**src/rtl/datamemory_arbiter.sv**
```systemverilog
// Two-port round-robin arbiter/sequencer for a single-port synchronous data memory.
// Each granted request runs IDLE -> ACCESS -> CAPTURE and returns a one-cycle ack.
module datamemory_arbiter #(
    parameter int unsigned AW = 6,
    parameter int unsigned DW = 32
) (
    input  logic          clk,
    input  logic          rst,
    input  logic          req0,
    input  logic          req1,
    input  logic          we0,
    input  logic          we1,
    input  logic [AW-1:0] addr0,
    input  logic [AW-1:0] addr1,
    input  logic [DW-1:0] wdata0,
    input  logic [DW-1:0] wdata1,
    output logic          ack0,
    output logic          ack1,
    output logic [DW-1:0] rdata0,
    output logic [DW-1:0] rdata1,
    output logic          busy,
    output logic          grant,
    output logic          mem_ce,
    output logic          mem_we,
    output logic [AW-1:0] mem_addr,
    output logic [DW-1:0] mem_din,
    input  logic [DW-1:0] mem_dout
);

    localparam logic [1:0] IDLE    = 2'd0;
    localparam logic [1:0] ACCESS  = 2'd1;
    localparam logic [1:0] CAPTURE = 2'd2;

    logic [1:0]    state_q,    state_d;
    logic          last_q,     last_d;
    logic          grant_q,    grant_d;
    logic          is_wr_q,    is_wr_d;
    logic          mem_ce_q,   mem_ce_d;
    logic          mem_we_q,   mem_we_d;
    logic [AW-1:0] mem_addr_q, mem_addr_d;
    logic [DW-1:0] mem_din_q,  mem_din_d;
    logic          ack0_q,     ack0_d;
    logic          ack1_q,     ack1_d;
    logic [DW-1:0] rdata0_q,   rdata0_d;
    logic [DW-1:0] rdata1_q,   rdata1_d;

    logic elig0, elig1, win;

    // A port whose ack is high this cycle still shows its old req; mask it.
    assign elig0 = req0 & ~ack0_q;
    assign elig1 = req1 & ~ack1_q;

    always_comb begin
        win = 1'b0;
        if (elig0 && elig1) begin
            win = ~last_q;
        end else begin
            win = elig1;
        end
    end

    always_comb begin
        state_d    = state_q;
        last_d     = last_q;
        grant_d    = grant_q;
        is_wr_d    = is_wr_q;
        mem_ce_d   = mem_ce_q;
        mem_we_d   = mem_we_q;
        mem_addr_d = mem_addr_q;
        mem_din_d  = mem_din_q;
        ack0_d     = 1'b0;
        ack1_d     = 1'b0;
        rdata0_d   = rdata0_q;
        rdata1_d   = rdata1_q;

        case (state_q)
            IDLE: begin
                mem_ce_d = 1'b0;
                if (elig0 || elig1) begin
                    grant_d    = win;
                    last_d     = win;
                    mem_ce_d   = 1'b1;
                    mem_we_d   = win ? we1 : we0;
                    is_wr_d    = win ? we1 : we0;
                    mem_addr_d = win ? addr1 : addr0;
                    mem_din_d  = win ? wdata1 : wdata0;
                    state_d    = ACCESS;
                end
            end
            ACCESS: begin
                mem_ce_d = 1'b0;
                mem_we_d = 1'b0;
                state_d  = CAPTURE;
            end
            CAPTURE: begin
                if (!is_wr_q) begin
                    if (grant_q) begin
                        rdata1_d = mem_dout;
                    end else begin
                        rdata0_d = mem_dout;
                    end
                end
                ack0_d  = ~grant_q;
                ack1_d  = grant_q;
                state_d = IDLE;
            end
            default: begin
                mem_ce_d = 1'b0;
                mem_we_d = 1'b0;
                state_d  = IDLE;
            end
        endcase
    end

    always_ff @(posedge clk) begin
        if (rst) begin
            state_q    <= IDLE;
            last_q     <= 1'b1;
            grant_q    <= 1'b0;
            is_wr_q    <= 1'b0;
            mem_ce_q   <= 1'b0;
            mem_we_q   <= 1'b0;
            mem_addr_q <= '0;
            mem_din_q  <= '0;
            ack0_q     <= 1'b0;
            ack1_q     <= 1'b0;
            rdata0_q   <= '0;
            rdata1_q   <= '0;
        end else begin
            state_q    <= state_d;
            last_q     <= last_d;
            grant_q    <= grant_d;
            is_wr_q    <= is_wr_d;
            mem_ce_q   <= mem_ce_d;
            mem_we_q   <= mem_we_d;
            mem_addr_q <= mem_addr_d;
            mem_din_q  <= mem_din_d;
            ack0_q     <= ack0_d;
            ack1_q     <= ack1_d;
            rdata0_q   <= rdata0_d;
            rdata1_q   <= rdata1_d;
        end
    end

    assign ack0     = ack0_q;
    assign ack1     = ack1_q;
    assign rdata0   = rdata0_q;
    assign rdata1   = rdata1_q;
    assign busy     = (state_q != IDLE);
    assign grant    = grant_q;
    assign mem_ce   = mem_ce_q;
    assign mem_we   = mem_we_q;
    assign mem_addr = mem_addr_q;
    assign mem_din  = mem_din_q;

endmodule

```
**config.mk**
```make
export PLATFORM = sky130hd
export DESIGN_NAME = datamemory_arbiter
export DESIGN_NICKNAME = d
export VERILOG_FILES = /design/src/rtl/datamemory_arbiter.sv
export SDC_FILE = /design/constraint.sdc
export NUM_CORES = 1
export LEC_CHECK = 0
export CELL_PAD_IN_SITES_DETAIL_PLACEMENT = 1
export CELL_PAD_IN_SITES_GLOBAL_PLACEMENT = 1
export CORE_AREA = 8 8 128 130
export CTS_BUF_LIST = sky130_fd_sc_hd__clkbuf_4
export DETAILED_ROUTE_END_ITERATION = 16
export DIE_AREA = 0 0 136 138
export PLACE_DENSITY_LB_ADDON = 0.25
export SLEW_MARGIN = 20
export SYNTH_ARGS = -nofsm -noshare
export SYNTH_HDL_FRONTEND = slang
export SYNTH_SLANG_ARGS = --single-unit
```
**constraint.sdc**
```tcl
create_clock -name clk -period 3.2 [get_ports clk]
set_clock_uncertainty 0.15 [all_clocks]
set_input_delay 0.96 -clock clk [delete_from_list [all_inputs] [get_ports clk]]
set_output_delay 0.96 -clock clk [all_outputs]
set_load 0.02 [all_outputs]
```
==> flow_summary_export.csv <==
group,metric,value,unit
status,outcome,"finished, final reports clean",
placement,routabilityCongestion,0.747,
sta,slew_viol_final,0,
critical_path,path_cells,"nor2_1 > inv_1 > clkdlybuf4s50_1",
floorplan,initial_core_util,29.5,%
sta,max_clock_freq,340,MHz
placement,port_buffers,221,
sta,setup_viol,0,
sta,finalHoldViolCount,0,
power,finalPower,2.99,mW
floorplan,std_cell_rows,44,
layout,drive_above_1_share,4.61,%
critical_path,cp.arrival,1.83,ns
floorplan,core-area,14300,um2
detailed_routing,drc,0,
hold_path,min_path_type,"reg2reg",
clock_tree,clock-root-buffer,"clkbuf_4",
layout,area_growth,59.6,%
detailed_routing,drt_iter0_markers,183,
placement,dp_hpwl,12500,um
synth,yosys.area.top_type,"dfxtp_1",
layout,post-route-util,47.1,%
grt,grt_start_max_net_pins,62,
critical_path,cp-start-kind,"register",
synth,seq_area_frac_synth,52.6,%
clock_tree,clockBufferDepth,2,
critical_path,critPathMaxFanout,5,
critical_path,cpPeakStageDelay,0.59,ns
clock_tree,clock-sinks,111,
sta,rsz0062_at_grt,"no",
synth,synth_top_cell_area_share,52.6,%
critical_path,crit_buf_inv,2,
synth,avgSynthCellArea,7.94,um2
floorplan,dieArea,18800,um2
layout,nFillCells,1687,
synth,syn_inst,532,
detailed_routing,routed_via_density,4.79,
clock_tree,clkTransAtPathRegs,0.18,ns
detailed_routing,routedWlPerCell,17.6,um
sta,min_period,2.94,ns
synth,ys_types,26,
critical_path,required,2.09,ns
flow_run,max_cap_violations,0,
floorplan,die_w,136,um
placement,placed_cell_area,6590,um2
grt,grt_pass1_vias,4785,
critical_path,critical_path_class,"reg2out",
grt,grtUsageTotal,16.7,%
synth,ys_top_cells_by_area,"dfxtp_1, nand2_1, a21oi_1",
critical_path,rrSetupSlack,1.10,ns
clock_tree,clk_latency,0.46,ns
layout,antenna_cells,0,
detailed_routing,routed_wl,16200,um
sta,fin_hold_ws,0.316,ns
sta,maxSlewHeadroom,44.6,%
detailed_routing,ant_nets,0,
critical_path,slowest_stage,"clkdlybuf4s50_1",
clock_tree,post_cts_buffers,0,
grt,grt_pass1_wl,25200,um
power,leakagePower,2.38,nW
grt,grt.overflow.total,0,
synth,syn_nets,646,
layout,most-common-layout-cells,"clkdlybuf4s50_1, nand2_1, dfxtp_1",
clock_tree,htree_levels,3,
placement,pre_cts_slack,0.205,ns
sta,setup_tns,0,ns
sta,post-route-period-util,91.8,%
sta,setup_ws,0.261,ns
clock_tree,ctsHoldBuffers,0,
sta,worst-slew-pin-transition,0.831,ns
power,vdd_ir_drop_max,208,uV
synth,synth_seq_cells,111,
critical_path,critPathTopFamily,"buffers and inverters",
power,power_density,444,nW/um2
layout,final_common_cell,"clkdlybuf4s50_1",
clock_tree,cts_tree,"done",
layout,post-route-cell-area,6740,um2
detailed_routing,vias,4412,
layout,fin_nets,846,
synth,syn_area,4230,um2
grt,antenna_found_initial,0,
detailed_routing,dr.pass1.iters,4,
clock_tree,numCtsBuffers,9,
critical_path,end_kind,"output port",
layout,instances_no_fill,921,
floorplan,ios,222,
placement,dpl.cell_count,905,
floorplan,die_h,138,um
clock_tree,cts_resized,0,
synth,yosys_warnings,0,
-- final cells by class --
type / count / area, um2 / share of cell area, %
timing repair buffer: 233 / 2340 / 34.8
sequential: 111 / 2220 / 33.0
multi-input combinational: 376 / 1790 / 26.6
tap: 184 / 230 / 3.41
clock inverter: 7 / 80.1 / 1.19
clock buffer: 9 / 67.6 / 1.00
inverter: 1 / 3.75 / 0.0557
-- sequential cells by signal, summed over array words and instances (netlist names) --
register / count
mem_ce: 1
mem_addr: 6
ack1: 1
rdata1: 32
last_q: 1
mem_we: 1
mem_din: 32
is_wr_q: 1
ack0: 1
grant: 1
rdata0: 32
state_q: 2
-- worst reg2reg max path: stages, from the launching register on --
cell and delay [ns]:
dfxtp_1 0.37, nand2b_2 0.26, or3b_1 0.76, buf_4 0.35, nand2_1 0.08, a21oi_1 0.06
-- report_power, final --
| part | internal, mW | switching (mW) | total [mW] |
|---|---|---|---|
| clock | 0.247 | 0.487 | 0.733 |
| sequential | 1.47 | 0.0510 | 1.52 |
| combinational | 0.364 | 0.378 | 0.742 |
-- synthesized netlist by cell type --
cell	number
nand3b_1	4
a211oi_1	38
a21oi_1	104
buf_6	3
nor3_1	1
buf_1	1
or3_1	1
nand2b_2	1
nor3_2	1
dfxtp_1	111
o41ai_1	2
inv_1	1
o21ai_2	1
nor2b_4	1
buf_2	22
nor2b_1	1
o21a_1	1
and2_1	1
clkbuf_1	15
o211ai_1	1
nor3b_2	1
nor2_1	44
nor3b_1	2
nand2_1	170
buf_4	3
or3b_1	1
-- logic make-up (layout without fill, tap and decap cells) --
kind of cell	Yosys count	count (layout)	share of synthesized area, %
DFF	111	111	52.6
and+or+nand+nor	229	229	21.9
AOI/OAI and AO/OA	147	147	20.0
buffers and inverters	45	250	5.45
-- final timing paths --
| check | from | to | cells past startpoint |
|---|---|---|---|
| min | rdata1[0] | rdata1[0] | 2 |
| max | state_q[1] | busy | 3 |
| max reg2reg | state_q[0] | rdata1[21] | 5 |
| min reg2reg | rdata1[0] | rdata1[0] | 2 |
-- routing by layer --
layer,track usage [%],routed length (um)
met1,18.3,6390
met2,27.1,7600
met3,8.01,1840
met4,6.82,366
met5,0,0
No activity file was read; power rests on OpenSTA's default activity.
